===== src/rtl/led_sequencer.sv =====
// Bus-mapped LED sequencer: shows a CPU-written value when idle. When enabled,
// it steps through a 4-entry pattern table on a programmable timer.
module led_sequencer #(
  parameter int          PERIOD_W  = 24,
  parameter logic [3:0]  RESET_LED = 4'b0000
) (
  input  logic        clk,
  input  logic        reset,
  input  logic        rstrb,
  input  logic        wstrb,
  input  logic        sel,
  input  logic [1:0]  addr,
  input  logic [31:0] wdata,
  output logic [31:0] rdata,
  output logic [3:0]  LED,
  output logic        irq
);

  typedef enum logic [1:0] {IDLE, RUN, HOLD} state_t;

  state_t              state_q;
  logic                en_q;
  logic                oneshot_q;
  logic [1:0]          last_q;
  logic [1:0]          step_q;
  logic [PERIOD_W-1:0] period_q;
  logic [PERIOD_W-1:0] cnt_q;
  logic [15:0]         pattern_q;
  logic [3:0]          manual_q;
  logic [3:0]          led_q;
  logic                done_q;

  logic        wr_ctrl, wr_period, wr_pattern, wr_manual, rd_ctrl;
  logic [15:0] pattern_d;
  logic [3:0]  manual_d;
  logic [1:0]  step_adv;
  logic        last_step;
  logic        unused_wdata;

  assign wr_ctrl    = sel & wstrb & (addr == 2'd0);
  assign wr_period  = sel & wstrb & (addr == 2'd1);
  assign wr_pattern = sel & wstrb & (addr == 2'd2);
  assign wr_manual  = sel & wstrb & (addr == 2'd3);
  assign rd_ctrl    = sel & rstrb & (addr == 2'd0);

  // Writes landing on this edge are visible to the LED update of the same edge.
  assign pattern_d = wr_pattern ? wdata[15:0] : pattern_q;
  assign manual_d  = wr_manual  ? wdata[3:0]  : manual_q;

  assign last_step = (step_q >= last_q);
  assign step_adv  = last_step ? 2'd0 : step_q + 2'd1;

  assign unused_wdata = ^wdata;

  function automatic logic [3:0] nibble(input logic [15:0] p, input logic [1:0] k);
    return p[4*k +: 4];
  endfunction

  always_ff @(posedge clk or posedge reset) begin
    if (reset) begin
      state_q   <= IDLE;
      en_q      <= 1'b0;
      oneshot_q <= 1'b0;
      last_q    <= 2'd3;
      step_q    <= 2'd0;
      period_q  <= '1;
      cnt_q     <= '0;
      pattern_q <= 16'h8421;
      manual_q  <= RESET_LED;
      led_q     <= RESET_LED;
      done_q    <= 1'b0;
    end else begin
      if (wr_period) period_q <= wdata[PERIOD_W-1:0];
      pattern_q <= pattern_d;
      manual_q  <= manual_d;
      if (rd_ctrl) done_q <= 1'b0;

      if (wr_ctrl) begin
        en_q      <= wdata[0];
        oneshot_q <= wdata[1];
        last_q    <= wdata[5:4];
        if (wdata[0]) begin
          state_q <= RUN;
          step_q  <= 2'd0;
          cnt_q   <= '0;
          done_q  <= 1'b0;
          led_q   <= pattern_d[3:0];
        end else begin
          state_q <= IDLE;
          led_q   <= manual_d;
        end
      end else begin
        case (state_q)
          IDLE: led_q <= manual_d;
          RUN: begin
            // >= so that shrinking PERIOD mid-step ends the step at once
            if (cnt_q >= period_q) begin
              cnt_q <= '0;
              if (last_step && oneshot_q) begin
                state_q <= HOLD;
                en_q    <= 1'b0;
                done_q  <= 1'b1;
                led_q   <= nibble(pattern_d, last_q);
              end else begin
                step_q <= step_adv;
                led_q  <= nibble(pattern_d, step_adv);
              end
            end else begin
              cnt_q <= cnt_q + 1'b1;
            end
          end
          HOLD: ;
          default: state_q <= IDLE;
        endcase
      end
    end
  end

  always_comb begin
    rdata = 32'b0;
    if (sel) begin
      case (addr)
        2'd0: rdata = {18'b0, step_q, 2'b0, done_q, (state_q == RUN),
                       2'b0, last_q, 2'b0, oneshot_q, en_q};
        2'd1: rdata[PERIOD_W-1:0] = period_q;
        2'd2: rdata[15:0] = pattern_q;
        default: rdata[3:0] = manual_q;
      endcase
    end
  end

  assign LED = led_q;
  assign irq = done_q;

endmodule


===== config.mk =====
export PLATFORM = sky130hd
export DESIGN_NAME = led_sequencer
export DESIGN_NICKNAME = d
export VERILOG_FILES = /design/src/rtl/led_sequencer.sv
export SDC_FILE = /design/constraint.sdc
export NUM_CORES = 1
export LEC_CHECK = 0
export ABC_AREA = 1
export BUFFER_PORTS_ARGS = -buffer_cell sky130_fd_sc_hd__buf_2
export CAP_MARGIN = 20
export CORE_MARGIN = 2
export CORE_UTILIZATION = 43
export CTS_CLUSTER_DIAMETER = 200
export DETAILED_ROUTE_END_ITERATION = 6
export GPL_TIMING_DRIVEN = 0
export PLACE_DENSITY_LB_ADDON = 0.08
export SYNTH_ARGS = -nofsm -noshare
export SYNTH_HDL_FRONTEND = slang
export SYNTH_SLANG_ARGS = --single-unit

===== constraint.sdc =====
create_clock -name clk -period 6.2 [get_ports clk]
set_clock_uncertainty 0.1 [all_clocks]
set_input_delay 0.31 -clock clk [delete_from_list [all_inputs] [get_ports clk]]
set_output_delay 0.31 -clock clk [all_outputs]
set_load 0.05 [all_outputs]

# Word-level counts from Yosys, hierarchy flattened
# Cells that the tools add are included.
# classes
n_addsub,2
multipliers,0
n_div,0
magnitude_cmp,2
n_eq_ne,10
shifts,2
muxes,36
n_bitwise,7
n_reduce_logical,13
# ops
op,count
$mux 24,5
$pmux 12 s3,1
$shiftx 16x5->4,2
$add 24x1->24 const B,1
$ge 24x24->1,1
$mux 4,5
$mux 2,9
$mux 16,1
$pmux 4 s3,1
$mux 1,11
$mux 8,1
$pmux 4 s2,1
$and 1x1->1,7
$eq 2x2->1 const B,3
$ne 3x3->1 const B,2
$reduce_and 3->1,2
$reduce_bool 2->1,3
$eq 2x1->1 const B,2
$logic_not 2->1,2
$ne 2x2->1 const B,2
$pmux 2 s2,1
$reduce_and 2->1,2
$reduce_and 4->1,1
$reduce_bool 3->1,1
other kinds (5),5
# word_totals
reg_bits,81
latch_bits,0
mem_bits_rw,0
mem_bits_ro,0
in_bits,39
word_cells,83
mem_count,0

# Logic depth before layout (Yosys ltp)
# Gate-level depths: netlist of run 1.
# depth
depth_word,8
ltp_mapped,15

# Least setup slack after synthesis of run 1
# No wires, ideal clock.
# synth_timing
path_kind,input port to output port
start,input port addr[0]
end,output port rdata[16]
t_arrival_ns,1.976
required_ns,5.790
slack_ns,3.814
path_stages,5
path_buffers,1
cell_sequence,inv_2 -> nor2_2 -> inv_1 -> clkbuf_1 -> nor3_1
# synth_via
elab_chain_cells,3
# synth_rtl
element,line,rtl
from (decl),12,"input logic [1:0] addr,"
$eq 2x1->1,122,case (addr)
$mux 8,122,
$mux 24,121,if (sel) begin
to (decl),14,"output logic [31:0] rdata,"
# No other way between the ends.

# Final worst setup path of run 1
# layout_timing
start,input port addr[0]
end,output port rdata[9]
# layout_via
elab_chain_cells,3
elab_cells_between_ends,5
classes_between,eq/ne (2); mux (2); reduce/logical (1)
# layout_rtl
element,line
$eq 2x2->1 (tied with other cells),122
$pmux 12 s3 *,122
$mux 24 *,121
# Every way passes the cells marked *; elsewhere a longest branch is shown, timed or not.

==> key figures, run 1 <==
Outcome
  – Status: complete, no violations

Final layout
  – Area Growth Syn to Fin: 16.6%
  – Post-Layout Cell Count: 956
  – Final instance area: 6080 sq um
  – Fillers: 1,240
  – Nets: 870
  – N_diodes: 0
  – Layout cells sized above 1: 18.2%

Routing
  – Routed vias: 4,767
  – Post-Route WL: 14.4 mm
  – Remaining DRCs: 0
  – Routed WL per cell: 15.1 microns
  – Routed Antenna Nets: 0
  – Pre-antenna DRT Iters: 5
  – Vias per inst: 4.99
  – Initial DRC count: 382

STA
  – # setup viols final: 0
  – Final Cycle Share: 43.2%
  – Slew headroom: 64.6%
  – Slew @ Worst Pin: 0.526 ns
  – RSZ-0062 raised after global routing: false
  – Max-slew violation count: 0
  – Final hold vios: 0
  – Min Clock Period, post-route: 2.68 ns
  – Setup_tns: 0 ns
  – Fmax: 0.373 GHz

Placement
  – Cells after DPL: 939
  – Port buffer count: 59
  – Area post-placement: 5750 sq um
  – GPL Wtd Cong: 0.955
  – Post-DP HPWL: 11.4 mm

Clocking
  – # resized after CTS: 0
  – Worst-path clk slew: 0.06 ns
  – CTS tree: yes
  – Num CTS Buffers: 9
  – Latest clock arrival within the worst-skew pair: 0.34 ns
  – Post-CTS Setup Bufs: 0
  – H-tree depth: 3
  – Clock Tree Buf Depth: 2
  – Clock sinks: 81
  – Clk root buf: clkbuf_16
  – Hold-fix buffers, CTS: 1

Setup path
  – Req. time, crit path: 5.79 ns
  – Worst setup EP type: output pin
  – R2R Setup Slk: 3.53 ns
  – CP Launch Type: input port
  – Crit Path Category: in -> out
  – Worst Path Arrival: 2.27 ns
  – CP max stage cell: nor2_2
  – Maximum fanout along the worst path: 10
  – Worst stage delay on the critical path: 0.41 ns
  – Cells along the critical path: buf_2 -> inv_2 -> nor2_2 -> inv_1 -> clkbuf_1 -> o221ai_1 -> nand2_1 -> inv_1 -> buf_2

Synthesis
  – Synth Warn #: 0
  – Top-count cell post-synth: nand2_1
  – Synthesis-stage register bit count: 81
  – Synth area leaders: dfrtp_1, dfstp_2, nand2_1, inv_1, ha_1
  – Post-synthesis cell area: 5210 sq um
  – Number of synthesized flops with an enable pin: 0
  – Unique masters post-synth: 38
  – Sequential area share after synthesis: 39.6%
  – Post-synth top cells: nand2_1, inv_1, nor2_1, dfrtp_1, nand3_1
  – Top-area cell type share of the netlist area: 24.5%
  – Syn_area_per_cell: 7.19 sq um
  – Post-synth ARST share: 100%
  – Yosys top cell by area: dfrtp_1
  – Ys flop type: dfrtp_1
  – Syn Inst Count: 725

Floorplan
  – Io pins: 76
  – Die Span X: 114 microns
  – Initial core utilization: 43.7%
  – Cell Rows: 40
  – Core area: 11,900 sq um
  – DIE AREA: 13,000 sq um
  – Die Y: 114 microns

Global routing
  – Global-route wire length before repair: 23.7 mm
  – Grt total ovfl: 0
  – Antenna violations before repair: 0
  – Largest net degree at the start of global routing: 65
  – Vias in the first global route: 4,602
  – GRT Total Usage: 23.5%

Pwr
  – Worst VDD drop: 0.207 mV
  – Static leakage: 0.00336 uW
  – Reg power frac: 36.9%
  – PwrDens: 322 nW/um^2
  – Comb power frac: 33.7%
  – Switching part of the total power: 37.7%
  – Total power: 1960 uW
  – Switching power: 738 uW
  – Clk pwr share: 29.5%
  – Internal: 1220 uW

Flow run
  – Max-Cap Viols: 0

Min path
  – HP Class: in -> reg
[through the flow]
step / setup WS [ns] / util (%) / hold slack [ns]
2_1_floorplan: 3.76 / - / 0.324
3_3_place_gp: 2.65 / 48.0 / 0.361
3_5_place_dp: 3.54 / 48.2 / 0.177
4_1_cts: 3.52 / 51.0 / 0.0951
5_1_grt: 3.23 / 51.0 / 0.109
6_report: 3.52 / 51.0 / 0.104
[sequential cells by signal (all words and copies together), names as in the netlist]
name / cells
cnt_q: 24
period_q: 24
pattern_q: 16
LED: 4
manual_q: 4
last_q: 2
state_q: 2
step_q: 2
en_q: 1
irq: 1
oneshot_q: 1
[layout make-up]
class	instances	area, sq um	area share, %
Multi-Input combinational cell	506	2570	42.3
Sequential cell	81	2060	34.0
Inverter	123	467	7.68
Timing Repair Buffer	61	333	5.48
Clock buffer	11	243	3.99
Tap cell	147	184	3.03
Buffer	22	139	2.29
Clock inverter	5	78.8	1.30
[power groups by stage]
| stage | Combinational (uW) | Clock, uW | Sequential, uW |
|---|---|---|---|
| after floorplan | 445 | 0 | 760 |
| after global placement | 641 | 0 | 726 |
| after detailed placement | 656 | 0 | 729 |
| after CTS | 660 | 591 | 721 |
| after global routing | 754 | 611 | 734 |
| final | 659 | 577 | 721 |
[final timing paths]
check	endpoint	cells after the start	startpoint
setup / recovery	rdata[9]	9	addr[0]
hold / removal	pattern_q[14]$_DFF_PP0_	3	wdata[14]
setup reg to reg	cnt_q[3]$_DFFE_PP0P_	14	period_q[11]$_DFFE_PP1P_
hold reg to reg	LED[0]$_DFFE_PP0P_	2	LED[0]$_DFFE_PP0P_
max in group asynchronous	period_q[6]$_DFFE_PP1P_	4	reset
min in group asynchronous	pattern_q[12]$_DFF_PP0_	3	reset
[layer usage]
layer | GRT usage [%] | part of all wire, % | vias to the layer above
met3 | 2.65 | 5.7 | 11
met2 | 37.8 | 45 | 132
met1 | 34.0 | 48 | 2205
met5 | 0 | 0 | -
li1 | - | - | 2419
met4 | 6.10 | 1.1 | 0
[kinds of logic after synthesis]
| family | count (synthesis) | synth area share, % |
|---|---|---|
| AND/OR/NAND/NOR | 367 | 30.2 |
| buffers and inverters | 145 | 11.6 |
| AO/OA/AOI/OAI | 92 | 10.0 |
| flip-flops | 81 | 39.6 |
| adder cells (fa/ha/maj) | 27 | 6.48 |
| XOR/XNOR | 12 | 2.02 |
| other | 1 | 0.0720 |
[cell usage in the layout, fill, tap and decap left out, drive strengths merged]
cell type | netlist | final
conb | 1 | 8
o2111ai | 1 | 1
ha | 27 | 27
nor3 | 16 | 16
clkbuf | 6 | 17
dfrtp | 51 | 51
xnor2 | 5 | 5
dfstp | 30 | 30
inv | 123 | 123
o21bai | 2 | 2
o22ai | 8 | 8
nor2 | 79 | 79
buf | 16 | 76
dlygate4sd3 | 0 | 1
bufinv | 0 | 2
o211ai | 2 | 2
xor2 | 7 | 7
or2 | 1 | 1
o21ai | 39 | 39
o221ai | 3 | 3
a21oi | 33 | 33
nand2 | 215 | 215
a22o | 1 | 1
nand3 | 47 | 47
clkinv | 0 | 3
nand4 | 9 | 9
a21o | 3 | 3
[worst max-delay path: cells and delay by family]
| kind | cells | cell delay, ns |
|---|---|---|
| simple gates | 2 | 0.52 |
| compound gates | 1 | 0.23 |
| buf+inv | 6 | 1.20 |
Power figures use the tool's default switching activity.
==> run 2, diff against run 1 <==
--- a/config.mk
+++ b/config.mk
@@ -5,7 +5,7 @@
 export SDC_FILE = /design/constraint.sdc
 export NUM_CORES = 1
 export LEC_CHECK = 0
-export ABC_AREA = 1
+export ABC_AREA = 0
 export BUFFER_PORTS_ARGS = -buffer_cell sky130_fd_sc_hd__buf_2
 export CAP_MARGIN = 20
 export CORE_MARGIN = 2
==> constraint.sdc (replaced) <==
create_clock -name clk -period 2.7 [get_ports clk]
set_clock_uncertainty 0.1 [all_clocks]
set_input_delay 0.135 -clock clk [delete_from_list [all_inputs] [get_ports clk]]
set_output_delay 0.135 -clock clk [all_outputs]
set_load 0.05 [all_outputs]
==> run 2 against run 1 <==
Sequential power increased by 140%. Hold slack improved by 0.090 ns. Via count decreased by 18%.
==> key figures, run 2 <==
Outcome
  – Status: complete, no violations

Routing
  – Routed WL per cell: 17.9 microns (+18%)
  – Pre-antenna DRT Iters: 4 (-1)
  – Remaining DRCs: 0 (unchanged)
  – Initial DRC count: 206 (-46%)
  – Routed Antenna Nets: 0 (unchanged)
  – Vias per inst: 5.29 (+6.2%)
  – Post-Route WL: 13.2 mm (-8.4%)
  – Routed vias: 3,917 (-18%)

Clocking
  – CTS tree: yes
  – Latest clock arrival within the worst-skew pair: 0.34 ns (about the same)
  – Num CTS Buffers: 9 (unchanged)
  – Clock sinks: 81 (unchanged)
  – H-tree depth: 3 (unchanged)
  – Clk root buf: clkbuf_16
  – Worst-path clk slew: 0.06 ns (about the same)
  – Clock Tree Buf Depth: 2 (unchanged)

Global routing
  – Grt total ovfl: 0 (unchanged)
  – GRT Total Usage: 22.8% (-0.76 points)
  – Largest net degree at the start of global routing: 60 (-7.7%)
  – Global-route wire length before repair: 20.4 mm (-14%)
  – Antenna violations before repair: 0 (unchanged)
  – Vias in the first global route: 3,928 (-15%)

Synthesis
  – Post-synthesis adder-cell area fraction: 6.95% (+0.46 points)
  – Ys flop type: dfrtp_1
  – Synth area leaders: dfrtp_1, dfstp_2, mux2_2, ha_1, mux2i_1
  – Post-synth top cells: dfrtp_1, nand2_1, mux2_2, inv_1
  – Synth Warn #: 0 (unchanged)
  – Largest family of logic cells by synthesized area: simple AND/OR/NAND/NOR gates
  – Unique masters post-synth: 51 (+34%)
  – Top-count cell post-synth: dfrtp_1
  – Syn Inst Count: 485 (-33%)
  – Syn_area_per_cell: 10.0 sq um (+40%)
  – Post-synth ARST share: 100% (unchanged)
  – Compound-Gate Fraction of Synth Area: 11.0% (+1.0 points)
  – Yosys top cell by area: dfrtp_1
  – Post-synthesis cell area: 4860 sq um (-6.7%)
  – Top-area cell type share of the netlist area: 26.2% (+1.8 points)
  – Number of synthesized flops with an enable pin: 0 (unchanged)
  – Sequential area share after synthesis: 42.5% (+2.8 points)
  – Xor/xnor share of the synthesized area: 2.70% (+0.68 points)
  – Synthesis-stage register bit count: 81 (unchanged)
  – Mux contribution to synthesized area: 15.3% (+15 points)
  – Post-synthesis simple-gate area fraction: 16.0% (-14 points)

Final layout
  – Final core occ: 55.9% (+4.9 points)
  – Biggest regs: cnt_q x24, period_q x24, pattern_q x16
  – Area occupied by multi-input gates: 2680 sq um (+4.1%)
  – Nets: 661 (-24%)
  – Area Growth Syn to Fin: 25.8%
  – Most frequent cells in the layout: buf_2, dfrtp_1, nand2_1
  – N_diodes: 0 (unchanged)
  – Most common cell after layout, fill and taps aside: buf_2
  – Layout cells sized above 1: 31.5% (+13 points)
  – Flip-flop and latch area: 2070 sq um (about the same)
  – Fillers: 1,034 (-17%)

Floorplan
  – Io pins: 76 (unchanged)
  – Initial core utilization: 44.5% (+0.72 points)
  – Core area: 10,900 sq um (-8.2%)
  – Die Y: 110 microns (-3.3%)
  – DIE AREA: 12,200 sq um (-6.4%)
  – Die Span X: 110 microns (-3.3%)
  – Cell Rows: 38 (-5.0%)

STA
  – Final Cycle Share: 99.6%
  – Fmax: 0.372 GHz
  – Slew @ Worst Pin: 0.810 ns (+0.284 ns)
  – # setup viols final: 0 (unchanged)
  – Min Clock Period, post-route: 2.69 ns
  – Final hold vios: 0 (unchanged)
  – Max-slew violation count: 0 (unchanged)
  – RSZ-0062 raised after global routing: true
  – Slew headroom: 46.0% (-19 points)

Setup path
  – Worst stage delay on the critical path: 0.59 ns (+0.18 ns)
  – Crit Path Category: reg -> reg
  – Buf/Inv on CP: 0 (-6)
  – CP Launch Point: last_q[0]$_DFFE_PP1P_
  – Worst Path Arrival: 2.82 ns (+0.55 ns)
  – CP max stage cell: dfstp_2
  – Cells along the critical path: ha_4 -> nand2b_4 -> a21oi_4 -> mux2i_4 -> mux2i_1 -> a221oi_1 -> o21ai_1 -> mux2_2
  – R2R Path Start: last_q[0]$_DFFE_PP1P_
  – Maximum fanout along the worst path: 6 (-4)
  – Req. time, crit path: 2.83 ns (-2.96 ns)
  – Critical path's top delay family: multiplexers
  – Worst setup EP type: flip-flop
  – CP Launch Type: flip-flop

Pwr
  – Comb power frac: 33.9% (+0.2 points)
  – Total power: 4450 uW (+130%)
  – Worst VDD drop: 0.451 mV (+120%)
  – Switching power: 1570 uW (+110%)
  – Clk pwr share: 27.7% (-1.8 points)
  – Switching part of the total power: 35.2% (-2.5 points)
  – Static leakage: 0.00295 uW (-12%)
  – Internal: 2890 uW (+140%)
  – Reg power frac: 38.4% (+1.5 points)
  – PwrDens: 728 nW/um^2 (+130%)

Flow run
  – Max-Cap Viols: 0 (unchanged)

Placement
  – GPL Wtd Cong: 0.827 (-13%)
  – Post-DP HPWL: 9.58 mm (-16%)
  – Port buffer count: 58 (-1.7%)

Min path
  – HP Class: in -> reg
  – Hold_sp: rstrb
-- run 2: cell count changes after synthesis, moves of 12 or more --
cell,delta
nor2_1,-42
mux2_2,+41
mux2i_1,+19
nor2b_1,+14
and3_1,+12
a21oi_1,-18
inv_1,-83
nand2_1,-160
nand3_1,-33
-- run 2: power groups by stage --
stage,combinational [uW],clock (uW),sequential (uW)
after floorplan,914,0,1760
after global placement,1290,0,1710
after detailed placement,1320,0,1720
after CTS,1420,1250,1710
after global routing,1650,1310,1740
final,1510,1230,1710
-- run 2: final timing paths --
path	endpoint	slack (ns)	depth (start not counted)
max in group asynchronous	period_q[0]$_DFFE_PP1P_	1.63	4
setup reg to reg	LED[1]$_DFFE_PP0P_	0.01	8
setup / recovery	LED[1]$_DFFE_PP0P_	0.01	8
min in group asynchronous	pattern_q[13]$_DFF_PP0_	0.22	3
hold / removal	irq$_DFF_PP0_	0.19	5
hold reg to reg	LED[1]$_DFFE_PP0P_	0.41	1
-- run 2: worst register-to-register path: stages (launching register included) --
cell      delay, ns
dfstp_2        0.59
ha_4           0.21
nand2b_4       0.14
a21oi_4        0.25
mux2i_4        0.44
mux2i_1        0.14
a221oi_1       0.31
o21ai_1        0.13
mux2_2         0.27
-- run 2: what timing repair did --
item | in CTS | in global routing
pin swaps | 3 | 9
gates resized for setup | 10 | 15
endpoints found under the setup margin | 24 | 20
hold endpoints to repair | 60 | 0
hold buffers | 25 | 0
buffers inserted | 5 | 4
-- run 2: final cells by class --
| class | count | area share [%] |
|---|---|---|
| Sequential cell | 81 | 33.8 |
| Inverter | 36 | 2.25 |
| Buffer | 23 | 2.11 |
| Clock inverter | 3 | 0.655 |
| Timing Repair Buffer | 93 | 10.5 |
| Multi-Input combinational cell | 351 | 43.7 |
| Clock buffer | 13 | 4.09 |
| Tap cell | 140 | 2.86 |
-- run 2: per-stage QoR --
stage	setup WS, ns	hold slack, ns	instances	setup TNS, ns	cell area [sq um]
finish	0.00995	0.194	740	0	6120
CTS	0.0121	0.184	737	0	6000
global route	-0.0472	0.233	740	-0.149	6120
detailed placement	-0.326	0.0325	691	-4.74	5380
floorplan	0.0725	0.118	492	0	4890
global placement	-0.751	0.249	690	-42.01	5350
-- run 2: cells by family (layout without fill, tap and decap cells) --
logic type	count (synthesis)	after routing
AND/OR/NAND/NOR	156	156
multiplexers	64	64
other	1	8
AO/OA/AOI/OAI	81	81
XOR/XNOR	15	15
buffers and inverters	60	168
adder cells (fa/ha/maj)	27	27
flip-flops	81	81
-- run 2: routing by layer --
layer	share of wire (%)	wire length (microns)	up-vias	track usage [%]
li1	-	-	1910	-
met1	45	6010	1892	30.3
met2	48	6310	97	37.5
met3	4.6	602	18	3.53
met4	2.2	288	0	8.66
met5	0	0	-	0
==> run 3, diff against run 2 <==
==> constraint.sdc (replaced) <==
create_clock -name clk -period 2.7 [get_ports clk]
set_clock_uncertainty 0.1 [all_clocks]
set_input_delay 0.54 -clock clk [delete_from_list [all_inputs] [get_ports clk]]
set_output_delay 0.54 -clock clk [all_outputs]
set_load 0.05 [all_outputs]
==> run 3 against run 2 <==
Sequential power barely moved. Utilization fell by 2.1 points. Fmax rose by 1.8%. Hold slack got worse by 0.051 ns. Clock-buffer cell count did not move. Final cell count fell by 3.1%. Via count fell by 1.8%. Global-route usage fell by 0.18 points. Clock power barely moved. Non-clock buffer count fell by 23. Total power fell by 0.41%.
==> key figures, run 3 (same netlist as run 2, synthesis figures left out) <==
Outcome
  – Status: complete, no violations

Final layout
  – Nets: 638 (-3.5%)
  – Fillers: 1,009 (-2.4%)
  – Most frequent cells in the layout: buf_2, dfrtp_1, nand2_1
  – N_diodes: 0 (unchanged)
  – Layout cells sized above 1: 34.8% (+3.3 points)
  – Area occupied by multi-input gates: 2660 sq um (-0.70%)
  – Post-Layout Cell Count: 717 (-3.1%)
  – Final instance area: 5880 sq um (-3.8%)
  – Flip-flop and latch area: 2070 sq um (unchanged)
  – Biggest regs: cnt_q x24, period_q x24, pattern_q x16
  – Most common cell after layout, fill and taps aside: buf_2
  – Area Growth Syn to Fin: 21.0%

Setup path
  – Worst Path Arrival: 2.77 ns (-0.05 ns)
  – Req. time, crit path: 2.83 ns (about the same)
  – CP Launch Type: flip-flop
  – Maximum fanout along the worst path: 4 (-2)
  – Worst stage delay on the critical path: 0.55 ns (-0.04 ns)
  – Crit Path Category: reg -> reg
  – Cells along the critical path: ha_1 -> nand2b_1 -> a21o_1 -> a211oi_2 -> o221ai_4 -> a21oi_1 -> a32oi_2 -> buf_4 -> mux2_2
  – Worst setup EP type: flip-flop
  – CP max stage cell: dfstp_2

Routing
  – Initial DRC count: 193 (-6.3%)
  – Vias per inst: 5.36 (+1.3%)
  – Routed Antenna Nets: 0 (unchanged)
  – Pre-antenna DRT Iters: 4 (unchanged)
  – Post-Route WL: 12.8 mm (-3.5%)
  – Remaining DRCs: 0 (unchanged)
  – Routed WL per cell: 17.8 microns (-0.35%)
  – Routed vias: 3,846 (-1.8%)

Clocking
  – Worst-path clk slew: 0.06 ns (about the same)
  – Clk root buf: clkbuf_16
  – Num CTS Buffers: 9 (unchanged)
  – Clock Tree Buf Depth: 2 (unchanged)
  – Latest clock arrival within the worst-skew pair: 0.34 ns (about the same)
  – Hold-fix buffers, CTS: 0 (-100%)
  – H-tree depth: 3 (unchanged)
  – CTS tree: yes
  – Clock sinks: 81 (unchanged)

Global routing
  – Global-route wire length before repair: 20.1 mm (-1.6%)
  – Antenna violations before repair: 1 (+1)
  – Vias in the first global route: 3,689 (-6.1%)
  – Largest net degree at the start of global routing: 44 (-27%)
  – Grt total ovfl: 0 (unchanged)
  – GRT Total Usage: 22.6% (-0.18 points)

STA
  – Final hold vios: 0 (unchanged)
  – Max-slew violation count: 0 (unchanged)
  – Fmax: 0.379 GHz (+1.8%)
  – Slew @ Worst Pin: 0.747 ns (-0.0633 ns)
  – Final Cycle Share: 97.8% (-1.8 points)
  – Hold WS: 0.142 ns (-0.0513 ns)
  – Slew headroom: 50.2% (+4.2 points)
  – # setup viols final: 0 (unchanged)
  – Setup_tns: 0 ns (unchanged)
  – Min Clock Period, post-route: 2.64 ns (-0.0482 ns)

Floorplan
  – Die Span X: 110 microns (unchanged)
  – Initial core utilization: 44.5% (unchanged)
  – Die Y: 110 microns (unchanged)
  – Io pins: 76 (unchanged)
  – Cell Rows: 38 (unchanged)
  – Core area: 10,900 sq um (unchanged)
  – DIE AREA: 12,200 sq um (unchanged)

Pwr
  – Static leakage: 0.00287 uW (-2.5%)
  – Worst VDD drop: 0.649 mV (+44%)
  – PwrDens: 754 nW/um^2 (+3.6%)
  – Total power: 4440 uW (-0.41%)

Min path
  – HP Class: in -> async

Placement
  – Cells after DPL: 691 (unchanged)
  – Port buffer count: 58 (unchanged)
  – Area post-placement: 5390 sq um (+0.19%)
  – GPL Wtd Cong: 0.853 (+3.1%)
  – Post-DP HPWL: 9.59 mm (about the same)

Flow run
  – Max-Cap Viols: 0 (unchanged)
run 3: cell types whose count changed in the layout (fill, tap and decap cells not counted), sizes merged:
cell | before | now
dlygate4sd3 | 25 | 0
buf | 81 | 85
clkbuf | 23 | 21
run 3: what timing repair did:
item                       4_1_cts  5_1_grt
buffers inserted                 3        9
pin swaps                        2        7
gates resized for setup         13       14
setup endpoints to repair       37       22
run 3: critical path: cells and delay by family (launching register included):
kind                       cells  cell delay (ns)
adders and majority gates      1             0.22
AOI/OAI and AO/OA              5             1.08
muxes                          1             0.27
and+or+nand+nor                1             0.14
buffers and inverters          1             0.17
DFF                            1             0.55
run 3: cell type report:
type	instances	area share [%]
Buffer	22	2.32
Clock buffer	13	4.25
Clock inverter	3	0.681
Inverter	36	2.34
Multi-Input combinational cell	351	45.2
Sequential cell	81	35.1
Tap cell	140	2.98
Timing Repair Buffer	71	7.15
run 3: path summary, 6_finish.rpt:
kind                                         start  cells after the start  slack (ns)                        to
setup reg to reg           period_q[0]$_DFFE_PP1P_                      9        0.06        LED[0]$_DFFE_PP0P_
setup / recovery           period_q[0]$_DFFE_PP1P_                      9        0.06        LED[0]$_DFFE_PP0P_
max in group asynchronous                    reset                      3        1.70  period_q[11]$_DFFE_PP1P_
hold / removal                               reset                      2        0.14   pattern_q[13]$_DFF_PP0_
hold reg to reg                 LED[2]$_DFFE_PP0P_                      1        0.41        LED[2]$_DFFE_PP0P_
min in group clk                          wdata[4]                      3        0.31     last_q[0]$_DFFE_PP1P_
run 3: power by group:
group	internal [uW]	total, uW	leakage (uW)	switching [uW]
sequential	1520	1700	0.000968	178
clock	740	1230	0.000144	488
combinational	625	1510	0.00176	885
run 3: through the flow:
stage | setup WS (ns) | util (%)
2_1_floorplan | 0.0296 | -
3_3_place_gp | -1.10 | 49.1
3_5_place_dp | -0.302 | 49.3
4_1_cts | 0.00660 | 52.6
5_1_grt | -0.0559 | 53.8
6_report | 0.0581 | 53.8
run 3: layer usage:
layer	up-vias	GRT usage (%)	part of all wire (%)
met5	-	0	0
met4	0	5.27	0.78
met3	6	5.76	5.8
met2	87	36.8	48
met1	1888	30.3	46
li1	1865	-	-
